File: src/rtl/axi4_lite_read_slave_responder_pkg.sv
// Shared types, defaults and helpers for the AXI4-Lite read slave responder
// and its address FIFO.
package axi4_lite_read_slave_responder_pkg;

    localparam int DEFAULT_MAXLIMITOF_OUTSTANDINGTX = 10;
    localparam int DEFAULT_DELAY_WIDTH              = 5;

    // Same encoding the read master package uses on the R channel.
    typedef enum logic [1:0] {
        RRESP_OKAY   = 2'b00,
        RRESP_EXOKAY = 2'b01,
        RRESP_SLVERR = 2'b10,
        RRESP_DECERR = 2'b11
    } rresp_enum;

    typedef enum logic [1:0] {
        IDLE  = 2'b00,
        DELAY = 2'b01,
        RESP  = 2'b10
    } read_slave_state_enum;

    typedef enum logic [2:0] {
        DATA_SECURE_UNPRIV     = 3'b000,
        DATA_SECURE_PRIV       = 3'b001,
        DATA_NONSECURE_UNPRIV  = 3'b010,
        DATA_NONSECURE_PRIV    = 3'b011,
        INSTR_SECURE_UNPRIV    = 3'b100,
        INSTR_SECURE_PRIV      = 3'b101,
        INSTR_NONSECURE_UNPRIV = 3'b110,
        INSTR_NONSECURE_PRIV   = 3'b111
    } arprot_enum;

    localparam int ARPROT_PRIV_BIT = 0;

    function automatic logic is_privileged(input logic [2:0] prot);
        return prot[ARPROT_PRIV_BIT];
    endfunction

endpackage

File: src/rtl/axi4_lite_read_slave_responder_addr_fifo.sv
// Synchronous first-word-fall-through FIFO holding accepted {araddr, arprot}
// entries; any depth, with occupancy count and full/empty flags.
module axi4_lite_read_addr_fifo #(
    parameter int WIDTH = 35,
    parameter int DEPTH = 10,
    localparam int PTR_W = (DEPTH > 1) ? $clog2(DEPTH) : 1,
    localparam int CNT_W = $clog2(DEPTH + 1)
) (
    input  logic             aclk,
    input  logic             areset,
    input  logic             push,
    input  logic [WIDTH-1:0] wr_data,
    input  logic             pop,
    output logic [WIDTH-1:0] rd_data,
    output logic [CNT_W-1:0] count,
    output logic             full,
    output logic             empty
);

    logic [WIDTH-1:0] mem [DEPTH];
    logic [PTR_W-1:0] wr_ptr;
    logic [PTR_W-1:0] rd_ptr;
    logic             wr_fire;
    logic             rd_fire;

    assign wr_fire = push && !full;
    assign rd_fire = pop && !empty;
    assign full    = (count == CNT_W'(DEPTH));
    assign empty   = (count == '0);
    assign rd_data = mem[rd_ptr];

    // Depth need not be a power of two, so pointers wrap explicitly.
    function automatic logic [PTR_W-1:0] next_ptr(input logic [PTR_W-1:0] ptr);
        return (ptr == PTR_W'(DEPTH - 1)) ? '0 : ptr + PTR_W'(1);
    endfunction

    // NOTE: storage is not reset; the pointers and count alone define which entries are valid.
    always_ff @(posedge aclk) begin
        if (wr_fire) begin
            mem[wr_ptr] <= wr_data;
        end
    end

    // NOTE: non-blocking assignments keep every register update in this block order-independent.
    always_ff @(posedge aclk or posedge areset) begin
        if (areset) begin
            wr_ptr <= '0;
            rd_ptr <= '0;
            count  <= '0;
        end else begin
            if (wr_fire) begin
                wr_ptr <= next_ptr(wr_ptr);
            end
            if (rd_fire) begin
                rd_ptr <= next_ptr(rd_ptr);
            end
            case ({wr_fire, rd_fire})
                2'b10:   count <= count + CNT_W'(1);
                2'b01:   count <= count - CNT_W'(1);
                default: ;
            endcase
        end
    end

endmodule

File: src/rtl/axi4_lite_read_slave_responder.sv
// AXI4-Lite read slave: queues AR requests, decodes them against a local
// register bank and returns one R beat each, in order, after a programmable delay.
module axi4_lite_read_slave_responder
    import axi4_lite_read_slave_responder_pkg::*;
#(
    parameter int                       ADDRESS_WIDTH            = 32,
    parameter int                       DATA_WIDTH               = 32,
    parameter int                       DELAY_WIDTH              = DEFAULT_DELAY_WIDTH,
    parameter int                       MAXLIMITOF_OUTSTANDINGTX = DEFAULT_MAXLIMITOF_OUTSTANDINGTX,
    parameter int                       NUM_REGS                 = 16,
    parameter logic [ADDRESS_WIDTH-1:0] BASE_ADDR                = '0,
    parameter int                       PRIV_START               = 8
) (
    input  logic                                          aclk,
    input  logic                                          areset,
    input  logic [ADDRESS_WIDTH-1:0]                      araddr,
    input  logic [2:0]                                    arprot,
    input  logic                                          arvalid,
    output logic                                          arready,
    output logic [DATA_WIDTH-1:0]                         rdata,
    output logic [1:0]                                    rresp,
    output logic                                          rvalid,
    input  logic                                          rready,
    input  logic [DELAY_WIDTH-1:0]                        rvalid_delay,
    input  logic                                          mem_wr_en,
    input  logic [$clog2(NUM_REGS)-1:0]                   mem_wr_index,
    input  logic [DATA_WIDTH-1:0]                         mem_wr_data,
    output logic [$clog2(MAXLIMITOF_OUTSTANDINGTX+2)-1:0] outstanding_count
);

    localparam int                IDX_W    = $clog2(NUM_REGS);
    localparam int                FIFO_W   = ADDRESS_WIDTH + 3;
    localparam int                CNT_W    = $clog2(MAXLIMITOF_OUTSTANDINGTX + 1);
    localparam int                OUT_W    = $clog2(MAXLIMITOF_OUTSTANDINGTX + 2);
    localparam logic [IDX_W:0]    PRIV_IDX = (IDX_W + 1)'(PRIV_START);

    read_slave_state_enum     state;
    logic [DELAY_WIDTH-1:0]   delay_cnt;
    rresp_enum                rresp_q;
    logic [DATA_WIDTH-1:0]    bank [NUM_REGS];

    logic                     fifo_push;
    logic                     fifo_pop;
    logic                     fifo_full;
    logic                     fifo_empty;
    logic [FIFO_W-1:0]        fifo_rd_data;
    logic [CNT_W-1:0]         fifo_count;
    logic [CNT_W-1:0]         next_fifo_count;

    logic [ADDRESS_WIDTH-1:0] pop_addr;
    logic [2:0]               pop_prot;
    logic [IDX_W-1:0]         pop_index;
    logic                     in_range;
    rresp_enum                dec_resp;
    logic [DATA_WIDTH-1:0]    dec_data;

    assign fifo_push = arvalid && arready && !fifo_full;
    assign fifo_pop  = (state == IDLE) && !fifo_empty;

    axi4_lite_read_addr_fifo #(
        .WIDTH (FIFO_W),
        .DEPTH (MAXLIMITOF_OUTSTANDINGTX)
    ) u_addr_fifo (
        .aclk    (aclk),
        .areset  (areset),
        .push    (fifo_push),
        .wr_data ({araddr, arprot}),
        .pop     (fifo_pop),
        .rd_data (fifo_rd_data),
        .count   (fifo_count),
        .full    (fifo_full),
        .empty   (fifo_empty)
    );

    // arready looks one cycle ahead so it is already low when the last slot fills.
    assign next_fifo_count = fifo_count + CNT_W'(fifo_push) - CNT_W'(fifo_pop);

    always_ff @(posedge aclk or posedge areset) begin
        if (areset) begin
            arready <= 1'b0;
        end else begin
            arready <= (next_fifo_count < CNT_W'(MAXLIMITOF_OUTSTANDINGTX));
        end
    end

    assign outstanding_count = OUT_W'(fifo_count) + OUT_W'(state != IDLE);

    // BASE_ADDR is aligned to the bank size, so the range test is a tag compare.
    assign {pop_addr, pop_prot} = fifo_rd_data;
    assign pop_index            = pop_addr[IDX_W+1:2];
    assign in_range             = (pop_addr[ADDRESS_WIDTH-1:IDX_W+2] == BASE_ADDR[ADDRESS_WIDTH-1:IDX_W+2]);

    // NOTE: defaults come first so every path assigns each output and no latch is inferred.
    always_comb begin
        dec_resp = RRESP_OKAY;
        if (!in_range) begin
            dec_resp = RRESP_DECERR;
        end else if (pop_addr[1:0] != 2'b00) begin
            dec_resp = RRESP_SLVERR;
        end else if (!is_privileged(pop_prot) && ({1'b0, pop_index} >= PRIV_IDX)) begin
            dec_resp = RRESP_SLVERR;
        end
        dec_data = (dec_resp == RRESP_OKAY) ? bank[pop_index] : '0;
    end

    // A pop in the same cycle as a backdoor write to that word reads the old value.
    always_ff @(posedge aclk or posedge areset) begin
        if (areset) begin
            for (int i = 0; i < NUM_REGS; i++) begin
                bank[i] <= '0;
            end
        end else if (mem_wr_en) begin
            bank[mem_wr_index] <= mem_wr_data;
        end
    end

    always_ff @(posedge aclk or posedge areset) begin
        if (areset) begin
            state     <= IDLE;
            delay_cnt <= '0;
            rvalid    <= 1'b0;
            rdata     <= '0;
            rresp_q   <= RRESP_OKAY;
        end else begin
            case (state)
                IDLE: begin
                    if (!fifo_empty) begin
                        rdata     <= dec_data;
                        rresp_q   <= dec_resp;
                        delay_cnt <= rvalid_delay;
                        if (rvalid_delay == '0) begin
                            state  <= RESP;
                            rvalid <= 1'b1;
                        end else begin
                            state <= DELAY;
                        end
                    end
                end
                DELAY: begin
                    delay_cnt <= delay_cnt - DELAY_WIDTH'(1);
                    if (delay_cnt == DELAY_WIDTH'(1)) begin
                        state  <= RESP;
                        rvalid <= 1'b1;
                    end
                end
                RESP: begin
                    if (rready) begin
                        rvalid <= 1'b0;
                        state  <= IDLE;
                    end
                end
                default: begin
                    state  <= IDLE;
                    rvalid <= 1'b0;
                end
            endcase
        end
    end

    assign rresp = rresp_q;

endmodule

File: config.mk
export PLATFORM = sky130hd
export DESIGN_NAME = axi4_lite_read_slave_responder
export DESIGN_NICKNAME = d
export VERILOG_FILES = /design/src/rtl/axi4_lite_read_slave_responder_pkg.sv /design/src/rtl/axi4_lite_read_slave_responder_addr_fifo.sv /design/src/rtl/axi4_lite_read_slave_responder.sv
export SDC_FILE = /design/constraint.sdc
export NUM_CORES = 2
export LEC_CHECK = 0
export ABC_AREA = 1
export BUFFER_PORTS_ARGS = -buffer_cell sky130_fd_sc_hd__buf_2
export CORE_MARGIN = 8
export CORE_UTILIZATION = 45
export DETAILED_ROUTE_END_ITERATION = 10
export GPL_ROUTABILITY_DRIVEN = 0
export SKIP_CTS_REPAIR_TIMING = 1
export SYNTH_ARGS = -nofsm -noshare
export SYNTH_HDL_FRONTEND = slang
export SYNTH_HIERARCHICAL = 1
export SYNTH_SLANG_ARGS = --single-unit
File: constraint.sdc
create_clock -name aclk -period 20.9 [get_ports aclk]
set_clock_uncertainty 0.1 [all_clocks]
set_input_delay 2.09 -clock aclk [delete_from_list [all_inputs] [get_ports aclk]]
set_output_delay 2.09 -clock aclk [all_outputs]
set_load 0.01 [all_outputs]
==> results.tsv <==
metric	value	unit
status	finished, final reports clean	
CP Class	reg2reg	
Final setup viols	0	
hold crit path type	reg2reg	
RSZ-0062 raised after global routing	false	
Clk pin slew, worst setup/hold paths	0.06	ns
Die Wd	312	um
Net Count, Synth	4427	
die height	312	um
clk buf depth	3	
clock buffer count from CTS	93	
crit path DAT	6.45	ns
drt via density	5.22	
row count	108	
Multi-input gate area	13200	um^2
synthesized area	39400	um^2
CP required	21.37	ns
starting DRC count in detailed routing	2539	
final hold vios	0	
largest net degree at the start of global routing	154	
CTS tree	yes	
fin util	49.9	%
clk sinks	897	
FILL cells	8273	
Die ar.	97200	um^2
NumNets Final	4382	
most used cell, CP	nand3_1	
DR vias	28843	
Max Cap Violations	0	
vias in the first global route	27433	
CP max-delay cell	buf_4	
worst rel slew slack	31.8	%
Root Buffer	clkbuf_16	
actual slew at the worst max-slew pin	1.02	ns
# port buffers	118	
post-synthesis cell count	4333	
final worst path period share	28.6	%
setup_tns	0	ns
num ports	121	
share of cells above drive strength 1	8.39	%
Hold Worst Slack	0.371	ns
Peak VDD IR	91.2	uV
Pleak	19.3	nW
Area growth syn-to-layout	9.94	%
global-route wire length before repair	161	mm
gr ovfl total	0	
power per cell area	145	nW/um^2
worst setup margin	14.91	ns
DRC	0	
Detailed Route WL	103	mm
Sequential cell area	24100	um^2
Overall Global Routing Usage	20.9	%
largest stage delay on the critical path	0.90	ns
CP startpoint kind	register	
worst path cell trace	inv_4 > buf_4 > o21ai_0 > nand2_4 > inv_8 > buf_4 > buf_4 > nand2_1 > nand3_1 > nand3_1 > nand3_1 > nand3_1 > nand2_1	
Mapped Avg Cell Area	9.09	um^2
Skew-Pair Late Insertion Delay	0.65	ns
Final ANT Viol Nets	0	
Wirelength per Cell	18.7	um
Final Max Slew Viols	0	
synth warn	6	
initial core utilization	45.4	%
number of detailed-route iterations in the first pass	5	
Core Area	86800	um^2
CTS H-tree depth	3	
Setup WS pre-CTS	14.97	ns
Setup crit end kind	register	
HPWL Detailed	52.1	mm
minimum clock period	5.99	ns
initial antenna violation count	15	
max frequency	167	MHz
CP max FO	107	
layer usage:
metal  global-route usage [%]  routed length [um]
met1                     27.6               44700
met2                     34.9               49500
met3                     3.24                5840
met4                     7.50                3190
met5                        0                  75
per-stage QoR:
step / power, mW / cells / cell area [um^2]
3_5_place_dp: 4.69 / 5348 / 40300
2_1_floorplan: 4.09 / 4333 / 39400
3_3_place_gp: 4.67 / 5348 / 40300
5_1_grt: 6.72 / 5520 / 43300
4_1_cts: 6.32 / 5518 / 43300
6_report: 6.28 / 5525 / 43300
report_power, final:
group / internal (mW) / total [mW] / switching (mW)
clock network: 0.938 / 1.62 / 0.679
logic: 0.693 / 2.40 / 1.70
registers: 2.11 / 2.27 / 0.152
worst max-delay path, delay by kind of cell, from the launching register on:
family	cells	cell delay, ns
buffers and inverters	5	3.15
AND/OR/NAND/NOR	7	1.20
flip-flops	1	0.73
AO/OA/AOI/OAI	1	0.40
path summary, 6_finish.rpt:
check	from	endpoint	slack, ns	cells past startpoint
worst min-delay path	rdata[27]$_DFFE_PP0P_	rdata[27]$_DFFE_PP0P_	0.37	2
min in group asynchronous	areset	u_addr_fifo/rd_ptr[2]$_DFFE_PP0P_	1.41	2
worst max-delay path	u_addr_fifo/rd_ptr[0]$_DFFE_PP0P_	rdata[31]$_DFFE_PP0P_	14.91	13
worst max register to register	u_addr_fifo/rd_ptr[0]$_DFFE_PP0P_	rdata[31]$_DFFE_PP0P_	14.91	13
worst min register to register	rdata[27]$_DFFE_PP0P_	rdata[27]$_DFFE_PP0P_	0.37	2
max in group asynchronous	areset	bank[325]$_DFFE_PP0P_	16.73	4
layout by cell type, fill, tap and decap left out, drive strengths merged:
cell,instances
nand2,1557
nand3,595
dfrtp,567
o21ai,567
edfxtp,330
nor2,216
inv,163
buf,160
clkbuf,141
clkinv,18
ha,11
xor2,9
diode,7
clkinvlp,4
bufinv,4
xnor2,3
a21oi,3
nor3,3
o22ai,2
o221ai,2
fa,2
o211ai,1
a211oi,1
a21boi,1
and2,1
nand4,1
or2,1
cell type report:
cell class / count / share of cell area (%)
flip-flops and latches: 897 / 55.7
inverters: 160 / 1.43
repair buffers: 160 / 2.12
clock buffers: 141 / 6.22
clock inverters: 29 / 0.630
well taps: 1155 / 3.34
diodes: 7 / 0.0405
multi-input cells: 2976 / 30.5
sequential cells by signal, summed over array words and instances (netlist names):
register	count
arready	1
bank	512
delay_cnt	5
rdata	32
rresp	2
rvalid	1
state	2
u_addr_fifo/count	4
u_addr_fifo/mem	330
u_addr_fifo/rd_ptr	4
u_addr_fifo/wr_ptr	4
Note: power is estimated with default switching activity, not from simulation.
